$ cat src/rtl/mac_pkg.sv
// Shared parameters and controller state encoding for the MAC sequencer.
package mac_pkg;
    localparam int DW      = 4;
    localparam int ACC_W   = 12;
    localparam int MAX_LEN = 16;
    localparam int LEN_W   = 5;
    localparam int MAC_LAT = 1;

    typedef enum logic [2:0] {
        IDLE,
        CLEAR,
        RUN,
        DRAIN,
        DONE
    } state_t;
endpackage

$ cat src/rtl/mac_seq_if.sv
// Host-side bundle of the MAC sequencer: job control, operand stream, result.
interface mac_seq_if;
    import mac_pkg::*;

    logic                    start;
    logic [LEN_W-1:0]        len;
    logic                    busy;
    logic                    err;
    logic                    in_valid;
    logic                    in_ready;
    logic signed [DW-1:0]    in_a;
    logic signed [DW-1:0]    in_w;
    logic                    res_valid;
    logic                    res_ready;
    logic signed [ACC_W-1:0] res_data;

    modport master (
        output start, len, in_valid, in_a, in_w, res_ready,
        input  busy, err, in_ready, res_valid, res_data
    );

    modport slave (
        input  start, len, in_valid, in_a, in_w, res_ready,
        output busy, err, in_ready, res_valid, res_data
    );
endinterface

$ cat src/rtl/mac_seq.sv
// Job sequencer for an external MAC: clear, stream len pairs, drain the
// MAC pipeline and hold the dot product until the consumer takes it.
module mac_seq
    import mac_pkg::*;
(
    input  logic                    clk,
    input  logic                    rstb,
    mac_seq_if.slave                host,
    output logic signed [DW-1:0]    mac_in,
    output logic signed [DW-1:0]    mac_w,
    output logic                    mac_clr_n,
    input  logic signed [ACC_W-1:0] mac_out
);
    state_t           state;
    logic [LEN_W-1:0] len_q;
    logic [LEN_W-1:0] cnt;
    logic [LEN_W-1:0] dcnt;
    logic             len_ok;
    logic             accept;

    assign len_ok = (host.len != '0) && (host.len <= LEN_W'(MAX_LEN));
    assign accept = host.in_valid && host.in_ready;

    always_ff @(posedge clk) begin
        if (rstb) begin
            state          <= IDLE;
            len_q          <= '0;
            cnt            <= '0;
            dcnt           <= '0;
            host.busy      <= 1'b0;
            host.err       <= 1'b0;
            host.in_ready  <= 1'b0;
            host.res_valid <= 1'b0;
            host.res_data  <= '0;
            mac_in         <= '0;
            mac_w          <= '0;
            mac_clr_n      <= 1'b0;
        end else begin
            host.err <= 1'b0;
            unique case (state)
                IDLE: begin
                    mac_clr_n <= 1'b1;
                    if (host.start && len_ok) begin
                        len_q     <= host.len;
                        cnt       <= '0;
                        state     <= CLEAR;
                        host.busy <= 1'b1;
                        mac_clr_n <= 1'b0;
                        mac_in    <= '0;
                        mac_w     <= '0;
                    end else if (host.start) begin
                        host.err <= 1'b1;
                    end
                end
                CLEAR: begin
                    state         <= RUN;
                    host.in_ready <= 1'b1;
                    mac_clr_n     <= 1'b1;
                    mac_in        <= '0;
                    mac_w         <= '0;
                end
                RUN: begin
                    // Idle cycles feed zeros so the MAC adds nothing.
                    if (accept) begin
                        mac_in <= host.in_a;
                        mac_w  <= host.in_w;
                        cnt    <= cnt + LEN_W'(1);
                        if (cnt + LEN_W'(1) == len_q) begin
                            state         <= DRAIN;
                            host.in_ready <= 1'b0;
                            dcnt          <= '0;
                        end
                    end else begin
                        mac_in <= '0;
                        mac_w  <= '0;
                    end
                end
                DRAIN: begin
                    mac_in <= '0;
                    mac_w  <= '0;
                    dcnt   <= dcnt + LEN_W'(1);
                    if (dcnt == LEN_W'(MAC_LAT)) begin
                        host.res_data  <= mac_out;
                        host.res_valid <= 1'b1;
                        state          <= DONE;
                    end
                end
                DONE: begin
                    if (host.res_ready) begin
                        host.res_valid <= 1'b0;
                        host.busy      <= 1'b0;
                        state          <= IDLE;
                    end
                end
                default: state <= IDLE;
            endcase
        end
    end
endmodule

$ cat src/flat_wrapper.sv
// flat-port wrapper written by rule: the top's interface ports become plain ports
module mac_seq_flat import mac_pkg::*;
  (clk, rstb, mac_in, mac_w, mac_clr_n, mac_out, host_start, host_len, host_in_valid, host_in_a, host_in_w, host_res_ready, host_busy, host_err, host_in_ready, host_res_valid, host_res_data);
  mac_seq_if host_i ();
  input  logic clk;
  input  logic rstb;
  output logic signed [DW-1:0] mac_in;
  output logic signed [DW-1:0] mac_w;
  output logic mac_clr_n;
  input  logic signed [ACC_W-1:0] mac_out;
  input wire logic [$bits(host_i.start)-1:0] host_start;
  input wire logic [$bits(host_i.len)-1:0] host_len;
  input wire logic [$bits(host_i.in_valid)-1:0] host_in_valid;
  input wire logic [$bits(host_i.in_a)-1:0] host_in_a;
  input wire logic [$bits(host_i.in_w)-1:0] host_in_w;
  input wire logic [$bits(host_i.res_ready)-1:0] host_res_ready;
  output wire logic [$bits(host_i.busy)-1:0] host_busy;
  output wire logic [$bits(host_i.err)-1:0] host_err;
  output wire logic [$bits(host_i.in_ready)-1:0] host_in_ready;
  output wire logic [$bits(host_i.res_valid)-1:0] host_res_valid;
  output wire logic [$bits(host_i.res_data)-1:0] host_res_data;
  assign host_i.start = host_start;
  assign host_i.len = host_len;
  assign host_i.in_valid = host_in_valid;
  assign host_i.in_a = host_in_a;
  assign host_i.in_w = host_in_w;
  assign host_i.res_ready = host_res_ready;
  assign host_busy = host_i.busy;
  assign host_err = host_i.err;
  assign host_in_ready = host_i.in_ready;
  assign host_res_valid = host_i.res_valid;
  assign host_res_data = host_i.res_data;
  mac_seq u_core (.clk(clk), .rstb(rstb), .host(host_i), .mac_in(mac_in), .mac_w(mac_w), .mac_clr_n(mac_clr_n), .mac_out(mac_out));
endmodule
$ cat config.mk
export PLATFORM = sky130hd
export DESIGN_NAME = mac_seq_flat
export DESIGN_NICKNAME = d
export VERILOG_FILES = /design/src/rtl/mac_pkg.sv /design/src/rtl/mac_seq_if.sv /design/src/rtl/mac_seq.sv /design/src/flat_wrapper.sv
export SDC_FILE = /design/constraint.sdc
export NUM_CORES = 1
export LEC_CHECK = 0
export ABC_AREA = 1
export BUFFER_PORTS_ARGS = -buffer_cell sky130_fd_sc_hd__buf_2
export CAP_MARGIN = 10
export CORE_MARGIN = 2
export CORE_UTILIZATION = 51
export CTS_CLUSTER_SIZE = 10
export DETAILED_ROUTE_END_ITERATION = 12
export MAX_ROUTING_LAYER = met4
export PLACE_DENSITY = 0.83
export SLEW_MARGIN = 20
export SYNTH_ARGS = -nofsm -noshare
export SYNTH_HDL_FRONTEND = slang
export SYNTH_SLANG_ARGS = --single-unit
export TNS_END_PERCENT = 10
$ cat constraint.sdc
create_clock -name clk -period 1.9 [get_ports clk]
set_clock_uncertainty 0.1 [all_clocks]
set_input_delay 0 -clock clk [delete_from_list [all_inputs] [get_ports clk]]
set_output_delay 0 -clock clk [all_outputs]
set_load 0.02 [all_outputs]
==> results.toml <==
[run_status]
status = "completed"

[pwr]
p_leak_nw = 1.257
power_density_nw_per_um2 = 986.1
ir_drop_uv = 520.5

[sta]
worst_slew_pin_slew_ns = 0.5087
holdWs_ns = 0.04892
setup-tns-final_ns = 0
max_slew_margin = 0.6605
layout_setup_ws_ns = 0.1830
finalMaxSlewViolations = 0
fmax_mhz = 582.4
hold_viol_final = 0
timing.final.setup_violations = 0
rsz0062_at_grt = "no"
finalCritPeriodShare = 0.9037
period_needed_ns = 1.717

[worst_setup_path]
cp_data_required_time_ns = 1.98
rrSetupSlack_ns = 0.18
cp_max_fo = 5
crit_family = "simple AND/OR/NAND/NOR gates"
cp-end-kind = "register"
start_kind = "register"
cpMaxStageDelayCell = "dfxtp_1"
path_buf_inv = 1
critical_path_class = "register to register"
critPathArrivalTime_ns = 1.80
cpPeakStageDelay_ns = 0.37
cp_cell_sequence = "ha_4 -> inv_1 -> nand2_1 -> nand2_1 -> nor2_1 -> nand3_1 -> nor2_2 -> nand3_2 -> nand2_4 -> nand2_4 -> nand2_2 -> a21oi_2"

[final_layout]
drive_above_1_share = 0.2784
diodes = 0
mostFrequentLayoutCell = "buf_2"
fill_cells = 273
final_cell_mix = "buf_2 (54), nand2_1 (49), dfxtp_1 (43)"
fin_nets = 384
final_util = 0.7293
area_growth_pct = 36.16
finalInstanceArea_sq_um = 2690

[run]
max_cap_violations = 0

[clock_network]
clock_latency_ns = 0.30
cts_tree = "built"
ctsLongestPathBuffers = 2
cts.sinks = 43
cts_root_buf = "clkbuf_8"
htreeDepth = 2
cts_setup_buffers = 0
clk_pin_slew_ns = 0.08
cts_buffers = 5

[route]
vias_per_cell = 5.045
vias = 2018
drt-initial-drc-count = 113
routed_wl_um = 4996
drc = 0
wl_per_cell_um = 12.49
ant_nets = 0
dr.pass1.iters = 4

[synth]
synth_seq_cells = 43
ys_seq_area_frac = 0.4357
synth_edf_count = 0
synth.largest_area_cell = "dfxtp_1"
syn-instance-count = 265
ys_warn_count = 0
synth_area_sq_um = 1976
ys.flop_type = "dfxtp_1"
syn_nets = 298
yosys-top-cells-area = "dfxtp_1 (44%), nand2_1 (9.3%), a21oi_1 (6.6%)"
async_flop_share = 0
synth_top_cell_area_share = 0.4357
avgSynthCellArea_sq_um = 7.455
synth_cell_types = 27

[placed_design]
dpl_cell_area_sq_um = 2311
dp_hpwl_um = 3075
place.gp.congestion = 0.8809
port_buffers = 54
dp_worst_setup_slack_ns = -0.04168

[floorplanning]
core_sq_um = 3689
fp-row-count = 22
fp.dieH_um = 66.24
die_area_sq_um = 4388
die_x_um = 66.24
num_io_pins = 55
initial_core_util = 0.5356

[grt]
grt_pass1_vias = 1967
track_usage = 0.2596
overflow = 0
grt_antenna_before_repair = 0
grt_pass1_wl_um = 8562
grt_start_max_net_pins = 23

[hold_path]
worstHoldPathType = "input pin to register"
## cell type report
cell class	count	area [sq um]	area share
clock buffer	5	68.82	0.02558
clock inverter	3	20.02	0.007442
inverter	33	127.6	0.04744
multi-input combinational	183	982.2	0.3651
sequential	43	860.8	0.3200
tap	48	60.06	0.02233
timing repair buffer	85	570.5	0.2121
## state kept, by name, summed over array words and instances, names as in the netlist
name,flops
u_core.host.res_data,12
u_core.host.err,1
u_core.host.in_ready,1
u_core.state,3
u_core.mac_in,4
u_core.cnt,5
u_core.host.busy,1
u_core.mac_w,4
u_core.mac_clr_n,1
u_core.len_q,5
u_core.dcnt,5
u_core.host.res_valid,1
## final timing paths
kind	startpoint	end	cells after the start
worst max register to register	u_core.cnt[0]	u_core.dcnt[2]	12
worst max-delay path	u_core.cnt[0]	u_core.dcnt[2]	12
worst min-delay path	rstb	u_core.dcnt[4]	3
worst min register to register	u_core.mac_in[2]	u_core.mac_in[2]	2
## cell families (layout without fill, tap and decap cells)
logic type | count (synthesis) | count (layout) | share of synthesized area
and+or+nand+nor | 124 | 124 | 0.3129
AOI/OAI and AO/OA | 56 | 56 | 0.1552
DFF | 43 | 43 | 0.4357
buffers and inverters | 39 | 126 | 0.07726
adders and majority gates | 3 | 3 | 0.01900
## stage by stage
stage	cells	total power [mW]
3_3_place_gp	365	1.998
6_report	400	2.653
4_1_cts	400	2.639
3_5_place_dp	365	2.014
2_1_floorplan	265	1.794
5_1_grt	400	2.821
## report_power, final
group	internal [mW]	switching (mW)	leakage (nW)
Clock	0.256	0.319	0.0402
Sequential	1.00	0.0828	0.349
Combinational	0.354	0.639	0.867
Total	1.61	1.04	1.26
## Yosys cell counts, types with 3 or more instances
library cell and instances:
dfxtp_1 43, clkbuf_1 4, ha_1 3, nand4_1 6
nand3_1 16, inv_2 4, o21ai_1 3, nand2_2 5
a21oi_1 26, nor2_2 4, nand2_1 49, a21oi_2 5
o21ai_0 19, nor2_8 3, inv_1 27, nor2_1 31
## what timing repair did
item	4_1_cts	5_1_grt
setup endpoints to repair	12	19
hold buffers	27	0
resized for setup	1	2
pin swaps	0	1
endpoints found under the hold margin	29	0
## per-layer routing
layer	global-route usage	up-vias	routed length, um
li1	-	1030	-
met1	0.2859	923	2018
met2	0.4500	53	2630
met3	0.05622	12	205
met4	0.1122	0	142
met5	-	-	0
## worst reg2reg max path, cell delays in order (launching register included)
cell and delay (ns):
dfxtp_1 0.37, ha_4 0.29, inv_1 0.04, nand2_1 0.04, nand2_1 0.04, nor2_1 0.13, nand3_1 0.10, nor2_2 0.10
nand3_2 0.08, nand2_4 0.10, nand2_4 0.09, nand2_2 0.07, a21oi_2 0.04
Note: power is estimated with default switching activity, not from simulation.
